==> src/rtl/uart_tx_io.sv <==
// rtl/uart_tx_io.sv - memory-mapped 8N1 UART transmitter with byte FIFO and status word
module uart_tx_io #(
    parameter int CLK_FREQ_HZ = 27000000,
    parameter int BAUD        = 115200,
    parameter int FIFO_DEPTH  = 16
) (
    input  logic        clk,
    input  logic        resetn,
    input  logic [31:0] io_addr,
    input  logic [31:0] io_wdata,
    input  logic        io_wr,
    output logic [31:0] io_rdata,
    output logic        uart_tx,
    output logic        tx_busy
);
    localparam int DIV   = CLK_FREQ_HZ / BAUD;
    localparam int CNT_W = $clog2(DIV);
    localparam int PTR_W = $clog2(FIFO_DEPTH);
    localparam int LVL_W = PTR_W + 1;
    localparam logic [CNT_W-1:0] CNT_RELOAD = CNT_W'(DIV - 1);

    typedef enum logic [1:0] {IDLE, START, DATA, STOP} state_t;

    state_t            state_q, state_d;
    logic [CNT_W-1:0]  cnt_q, cnt_d;
    logic [2:0]        bit_q, bit_d;
    logic [7:0]        shift_q, shift_d;
    logic              tx_q, tx_d;
    logic [PTR_W-1:0]  rd_ptr_q, rd_ptr_d;
    logic [PTR_W-1:0]  wr_ptr_q, wr_ptr_d;
    logic [LVL_W-1:0]  level_q, level_d;
    logic              overflow_q, overflow_d;
    logic [7:0]        mem [FIFO_DEPTH];

    logic       sel, push, push_ok, pop, full, empty;
    logic [7:0] head, level8;
    logic       unused_bits;

    assign sel    = io_addr[22] & io_addr[3];
    assign push   = io_wr & sel;
    assign full   = (level_q == LVL_W'(FIFO_DEPTH));
    assign empty  = (level_q == '0);
    assign head   = mem[rd_ptr_q];
    assign level8 = 8'(level_q);
    assign unused_bits = ^{io_addr[31:23], io_addr[21:4], io_addr[2:0], io_wdata[31:8]};

    // Serialiser: the line value is decided one cycle ahead so uart_tx is a flop output.
    always_comb begin
        state_d = state_q;
        cnt_d   = cnt_q;
        bit_d   = bit_q;
        shift_d = shift_q;
        tx_d    = tx_q;
        pop     = 1'b0;
        case (state_q)
            IDLE: begin
                tx_d = 1'b1;
                if (!empty) begin
                    pop     = 1'b1;
                    shift_d = head;
                    cnt_d   = CNT_RELOAD;
                    state_d = START;
                    tx_d    = 1'b0;
                end
            end
            START: begin
                if (cnt_q == '0) begin
                    cnt_d   = CNT_RELOAD;
                    bit_d   = 3'd0;
                    state_d = DATA;
                    tx_d    = shift_q[0];
                end else begin
                    cnt_d = cnt_q - 1'b1;
                end
            end
            DATA: begin
                if (cnt_q == '0) begin
                    cnt_d = CNT_RELOAD;
                    if (bit_q == 3'd7) begin
                        state_d = STOP;
                        tx_d    = 1'b1;
                    end else begin
                        shift_d = shift_q >> 1;
                        tx_d    = shift_q[1];
                        bit_d   = bit_q + 3'd1;
                    end
                end else begin
                    cnt_d = cnt_q - 1'b1;
                end
            end
            STOP: begin
                if (cnt_q == '0) begin
                    // Chain straight into the next start bit so frames stay contiguous.
                    if (!empty) begin
                        pop     = 1'b1;
                        shift_d = head;
                        cnt_d   = CNT_RELOAD;
                        state_d = START;
                        tx_d    = 1'b0;
                    end else begin
                        state_d = IDLE;
                        tx_d    = 1'b1;
                    end
                end else begin
                    cnt_d = cnt_q - 1'b1;
                end
            end
            default: state_d = IDLE;
        endcase
    end

    // A simultaneous pop frees the slot, so a push into a full FIFO is still accepted.
    always_comb begin
        push_ok    = push & (!full | pop);
        overflow_d = overflow_q | (push & full & !pop);
        wr_ptr_d   = wr_ptr_q + PTR_W'(push_ok);
        rd_ptr_d   = rd_ptr_q + PTR_W'(pop);
        level_d    = level_q + LVL_W'(push_ok) - LVL_W'(pop);
    end

    always_ff @(posedge clk) begin
        if (push_ok) mem[wr_ptr_q] <= io_wdata[7:0];
    end

    always_ff @(posedge clk or negedge resetn) begin
        if (!resetn) begin
            state_q    <= IDLE;
            cnt_q      <= '0;
            bit_q      <= 3'd0;
            shift_q    <= 8'd0;
            tx_q       <= 1'b1;
            rd_ptr_q   <= '0;
            wr_ptr_q   <= '0;
            level_q    <= '0;
            overflow_q <= 1'b0;
        end else begin
            state_q    <= state_d;
            cnt_q      <= cnt_d;
            bit_q      <= bit_d;
            shift_q    <= shift_d;
            tx_q       <= tx_d;
            rd_ptr_q   <= rd_ptr_d;
            wr_ptr_q   <= wr_ptr_d;
            level_q    <= level_d;
            overflow_q <= overflow_d;
        end
    end

    assign uart_tx  = tx_q;
    assign tx_busy  = !empty | (state_q != IDLE);
    assign io_rdata = sel ? {21'b0, overflow_q, full, tx_busy, level8} : 32'b0;
endmodule

==> config.mk <==
export PLATFORM = sky130hd
export DESIGN_NAME = uart_tx_io
export DESIGN_NICKNAME = d
export VERILOG_FILES = /design/src/rtl/uart_tx_io.sv
export SDC_FILE = /design/constraint.sdc
export NUM_CORES = 1
export LEC_CHECK = 0
export CAP_MARGIN = 20
export CORE_MARGIN = 2
export CORE_UTILIZATION = 55
export DETAILED_ROUTE_END_ITERATION = 7
export PLACE_DENSITY = 0.8
export SYNTH_ARGS = -nofsm -noshare
export SYNTH_HDL_FRONTEND = slang
export SYNTH_SLANG_ARGS = --single-unit
==> constraint.sdc <==
create_clock -name clk -period 3.9 [get_ports clk]
set_input_delay 0.78 -clock clk [delete_from_list [all_inputs] [get_ports clk]]
set_output_delay 0.78 -clock clk [all_outputs]
set_load 0.05 [all_outputs]
==> Word-level counts from Yosys, hierarchy flattened <==
Memories as Yosys holds them, arrays and structs flattened.
Index checks and enable logic that the tools add are counted.
{ "word_totals": {"output_inout_bits": 34, "memories": 1, "ram_bits": 128, "ff_bits": 36} }
{ "op_classes": {"n_addsub": 6, "n_eq_ne": 11, "bitwise": 8, "mux": 32, "reduce_logical": 14} }
{ "mem_list": {"columns": ["memory", "depth", "word_bits", "rd", "rd_ports_with_merged_regs", "write_ports", "line_no", "text"], "rows": [
  ["mem", 16, 8, 1, 0, 1, "33", "logic [7:0] mem [FIFO_DEPTH];"]
]} }
{ "op_table": {"columns": ["cell", "count"], "rows": [
  ["$mux 8", 7],
  ["$pmux 8 s3", 2],
  ["$ne 2x2->1 const B", 6],
  ["$mux 11", 1],
  ["$mux 1", 10],
  ["$mux 2", 5],
  ["$mux 3", 3],
  ["$add 4x1->4", 2],
  ["$logic_not 8->1", 1],
  ["$pmux 2 s4", 1],
  ["$reduce_and 4->1", 2],
  ["$sub 8x1->8 const B", 1],
  ["$pmux 3 s2", 1],
  ["$add 5x1->5", 1],
  ["$and 1x1->1", 5],
  ["$eq 5x5->1 const B", 1],
  ["$logic_not 5->1", 1],
  ["$reduce_and 5->1", 1],
  ["$sub 5x1->5", 1],
  ["$eq 2x2->1 const B", 2],
  ["$pmux 1 s4", 1],
  ["$reduce_bool 2->1", 2],
  ["$add 3x1->3 const B", 1],
  ["$eq 3x3->1 const B", 1],
  ["8 further kinds", 12]
]} }

==> Depth between registers and ports, before layout <==
{ "logic_depth": {"ltp_word": 8, "ltp_mapped": 15, "mapped_depth_nobuf": 14} }

==> Least setup slack after synthesis <==
No wires, ideal clock.
{ "synth_path": {"path_kind": "register to register", "start": "register cnt_q[0]", "end": "register level_q[4]", "path_stages_with_launch": 16, "slack_ns": 0.778, "t_arrival_ns": 2.999, "setup_ns": 0.123, "n_path_buf": 1, "path_cell_list": "dfrtp_1 > inv_1 > ha_1 > nor4b_4 > a31oi_1 > o2111a_1 > buf_2 > or2_2 > ha_1 > inv_1 > ha_1 > fa_1 > a21oi_1 > nor2_1 > nor2_1 > xnor2_1"} }
{ "synth_between": {"elab_chain_len": 7} }
{ "synth_lines": {"columns": ["element", "line_no", "text"], "rows": [
  ["from (decl)", "25", "logic [CNT_W-1:0] cnt_q, cnt_d;"],
  ["from (signal assigned)", "138", "cnt_q <= cnt_d;"],
  ["$logic_not 8->1 (*)", "92", "if (cnt_q == '0) begin"],
  ["$mux 1 (*)", "92", null],
  ["$pmux 1 s2 (*)", "55", "case (state_q)"],
  ["$or 1x1->1", "114", "push_ok = push & (!full | pop);"],
  ["$and 1x1->1", "114", null],
  ["$add 5x1->5", "118", "level_d = level_q + LVL_W'(push_ok) - LVL_W'(pop);"],
  ["$sub 5x1->5 (*)", "118", null],
  ["via level_d[4]", "31", "logic [LVL_W-1:0] level_q, level_d;"],
  ["to (signal assigned)", "144", "level_q <= level_d;"],
  ["to (decl)", "31", null]
]} }
Mark *: on every way through the listed nets, which the timed path passes. The rest lies on a longest branch.
A chain may end at the register's enable or synchronous reset.

==> Final worst setup path <==
{ "layout_path": {"start": "input port io_addr[22]", "end": "output port io_rdata[9]"} }
{ "layout_between": {"elab_chain_len": 2} }
{ "layout_lines": {"columns": ["element", "line_no", "text"], "rows": [
  ["from (decl)", "9", "input logic [31:0] io_addr,"],
  ["$and 1x1->1", "39", "assign sel = io_addr[22] & io_addr[3];"],
  ["$mux 11", "151", "assign io_rdata = sel ? {21'b0, overflow_q, full, tx_busy, level8} : 32'b0;"],
  ["to (decl)", "12", "output logic [31:0] io_rdata,"]
]} }
Every way passes these cells.

==> summary.txt <==
Clocking
  • Root Driver: clkbuf_16
  • CTS H-Tree Depth: 4
  • Clk buf depth: 2
  • Worst-path clk slew: 0.06 ns
  • Total setup buffers inserted after CTS: 0
  • TritonCTS Buffers: 17
  • Clock sink count: 164
  • Worst-Skew Late Latency: 0.42 ns
  • CTS tree: built
  • Post-CTS resize count: 0
  • Hold buffer count at cts: 0

Route
  • DRC Markers: 0
  • First DRT Iteration DRCs: 350
  • Via density: 6.01
  • Via count: 4208
  • Initial DRT Pass Iterations: 5
  • DRT antenna net count: 0
  • Total routed wirelength: 14000 um
  • Wire per inst: 20.0 um

Timing
  • Final setup skew: 0.00787 ns
  • RSZ-0062 raised after global routing: no
  • Hold Vio Cnt, Final: 0
  • Slew Limit Headroom: 41.6%
  • Fmax: 0.302 GHz
  • Min Clock Period, post-route: 3.31 ns
  • Fin crit share: 85.0%
  • Final setup viols: 0
  • Worst Tran Pin Value: 0.876 ns
  • Post-route setup TNS: 0 ns
  • Slew Viols, Final: 0

Yosys
  • Synth Cell Area: 7310 sq um
  • Yosys cell types: 58
  • Async set-reset flop share out of synthesis: 22.0%
  • Main synth FF type: edfxtp_1
  • Syn Area/Cell: 15.5 sq um
  • Seq cells post-synth: 164
  • Synth warn: 0
  • Syn Inst Count: 473
  • EDFF count, synth: 128
  • Sequential area share after synthesis: 64.9%

Finish
  • Final instance area: 8270 sq um
  • Fillers: 929
  • Layout Area Growth over Synthesis: 13.1%
  • Layout cell share with drive strength beyond 1: 18.1%
  • Final Util: 63.2%
  • NumNets Final: 597
  • ANT cells: 0

Floorplan
  • Cell Rows: 42
  • Placeable Area: 13100 sq um
  • I/O pin count: 101
  • Starting Density: 55.9%
  • Die width: 119 um
  • Die Span Y: 119 um
  • Full die area: 14200 sq um

GRT
  • GRT Total Usage: 21.3%
  • Antenna violations before repair: 0
  • Vias in the first global route: 4064
  • Grt total ovfl: 0
  • Global-route wire length before repair: 22300 um
  • Largest net degree at the start of global routing: 37

Pwr
  • Pleak: 2.98 nW
  • Pwr per Cell Area: 499 nW/um^2
  • Worst vdd ir: 0.435 mV

Placed design
  • DP HPWL: 9040 um
  • Area after DPL: 7710 sq um
  • I/O Buffers: 22
  • Final RePlAce weighted congestion: 0.844

Worst setup path
  • CP required: 3.12 ns
  • Start point of the critical path: io_addr[22]
  • CP endpoint kind: output port
  • CP max FO: 9
  • Worst reg2reg endpoint: level_q[4]$_DFF_PN0_
  • Reg2reg path depth: 14
  • Reg-to-reg startpoint: cnt_q[0]$_DFF_PN0_
  • Slowest stage delay, CP: 0.80 ns
  • Critical Path Slowest Stage Cell: clkdlybuf4s50_1
  • Crit path DAT: 2.53 ns
  • Worst Setup EP: io_rdata[9]
  • Kind of critical path: in -> out
  • Worst setup SP type: primary input
  • R2R Setup Slk: 0.77 ns
  • Worst-path cell chain: clkdlybuf4s50_1 > and3_1 > and3_1 > clkdlybuf4s50_1

Min path
  • Min-delay worst type: in -> async

Run
  • MaxCap Viol Count: 0

Status
  • Status: completed
-- cell usage in the layout, fill, tap and decap left out, drive strengths merged, types with 6 or more instances in the layout --
| cell type | synthesis | final |
|---|---|---|
| conb | 1 | 24 |
| o21ai | 7 | 7 |
| clkbuf | 12 | 17 |
| nor3 | 14 | 14 |
| nand3 | 8 | 8 |
| nor4b | 8 | 8 |
| and3 | 8 | 8 |
| a22oi | 16 | 16 |
| edfxtp | 128 | 128 |
| a21o | 7 | 7 |
| dfrtp | 35 | 35 |
| a21oi | 16 | 16 |
| clkinv | 0 | 8 |
| inv | 14 | 18 |
| ha | 18 | 18 |
| clkdlybuf4s50 | 0 | 21 |
| nor2 | 19 | 19 |
| buf | 35 | 23 |
| nor2b | 6 | 6 |
| mux4 | 32 | 32 |
| a31oi | 9 | 9 |
| nand2 | 25 | 25 |
-- stage by stage --
stage	instances	setup WS (ns)	hold WS, ns	total power [mW]
floorplan	496	0.778	0.430	2.46
global placement	668	0.614	0.441	2.57
detailed placement	668	0.576	0.465	2.60
CTS	700	0.562	0.479	4.16
global route	700	0.454	0.513	4.29
finish	700	0.586	0.461	4.13
-- report_power, final --
| part | internal, mW | switching [mW] | total, mW |
|---|---|---|---|
| clock | 0.882 | 0.683 | 1.57 |
| combinational | 0.189 | 0.318 | 0.507 |
| sequential | 1.98 | 0.0731 | 2.06 |
| total | 3.05 | 1.07 | 4.13 |
-- kinds of logic (layout without fill, tap and decap cells) --
group / after synthesis / in the layout / share of synthesized area, %
AND/OR/NAND/NOR: 101 / 101 / 7.48
AO/OA/AOI/OAI: 85 / 85 / 8.49
other: 1 / 24 / 0.0513
adder cells (fa/ha/maj): 19 / 19 / 3.36
XOR/XNOR: 8 / 8 / 0.959
multiplexers: 33 / 33 / 10.0
flip-flops: 164 / 164 / 64.9
buffers and inverters: 62 / 90 / 4.73
-- worst max-delay path, delay by kind of cell --
kind                   cells  cell delay [ns]
and+or+nand+nor            2             0.36
buffers and inverters      2             1.38
-- final cells by class --
type	count	area, sq um	share of cell area [%]
Multi-Input combinational cell	270	2310	27.9
Clock inverter	15	131	1.59
Inverter	14	52.6	0.636
Clock buffer	17	425	5.15
Tap cell	176	220	2.66
Timing Repair Buffer	44	380	4.60
Sequential cell	164	4750	57.4
-- synth_stat cells, types with 2 or more instances --
| cell type | n | area share (%) |
|---|---|---|
| a21o_1 | 7 | 0.72 |
| a21oi_1 | 16 | 1.1 |
| a22o_1 | 4 | 0.48 |
| a22oi_1 | 16 | 1.6 |
| a31oi_1 | 8 | 0.68 |
| a41o_1 | 2 | 0.27 |
| and3_1 | 8 | 0.68 |
| buf_1 | 2 | 0.10 |
| buf_2 | 8 | 0.55 |
| buf_4 | 24 | 2.5 |
| clkbuf_1 | 12 | 0.62 |
| dfrtp_1 | 35 | 12 |
| edfxtp_1 | 128 | 53 |
| ha_1 | 18 | 3.1 |
| inv_1 | 14 | 0.72 |
| mux4_2 | 32 | 9.9 |
| nand2_1 | 25 | 1.3 |
| nand2b_1 | 3 | 0.26 |
| nand3_1 | 8 | 0.55 |
| nor2_1 | 19 | 0.98 |
| nor2b_1 | 6 | 0.51 |
| nor3_1 | 13 | 0.89 |
| nor4b_1 | 7 | 0.84 |
| o21ai_0 | 6 | 0.41 |
| o22a_1 | 3 | 0.36 |
| o22ai_1 | 4 | 0.34 |
| o2bb2ai_1 | 3 | 0.36 |
| o31ai_1 | 2 | 0.21 |
| o32ai_1 | 2 | 0.24 |
| o41ai_1 | 2 | 0.24 |
| or2_2 | 2 | 0.17 |
| or4b_1 | 2 | 0.27 |
| xnor2_1 | 4 | 0.48 |
| xor2_1 | 4 | 0.48 |
-- worst min-delay path by stage --
stage,from,endpoint,cells after the start
final,resetn,level_q[3]$_DFF_PN0_,1
after global routing,overflow_q$_DFF_PN0_,overflow_q$_DFF_PN0_,1
after CTS,resetn,cnt_q[5]$_DFF_PN0_,1
after detailed placement,overflow_q$_DFF_PN0_,overflow_q$_DFF_PN0_,1
after global placement,overflow_q$_DFF_PN0_,overflow_q$_DFF_PN0_,1
after floorplan,overflow_q$_DFF_PN0_,overflow_q$_DFF_PN0_,1
-- flip-flops by register name, indices dropped and copies added (netlist names) --
| register | cells |
|---|---|
| mem | 128 |
| state_q | 2 |
| bit_q | 3 |
| wr_ptr_q | 4 |
| level_q | 5 |
| cnt_q | 8 |
| rd_ptr_q | 4 |
| overflow_q | 1 |
| shift_q | 8 |
| uart_tx | 1 |
-- per-layer routing --
metal,track usage (%),part of all wire (%)
met4,5.73,1.5
met1,28.6,43
met3,5.84,5.5
met2,34.7,50
met5,0,0
Note: power is estimated with default switching activity, not from simulation.
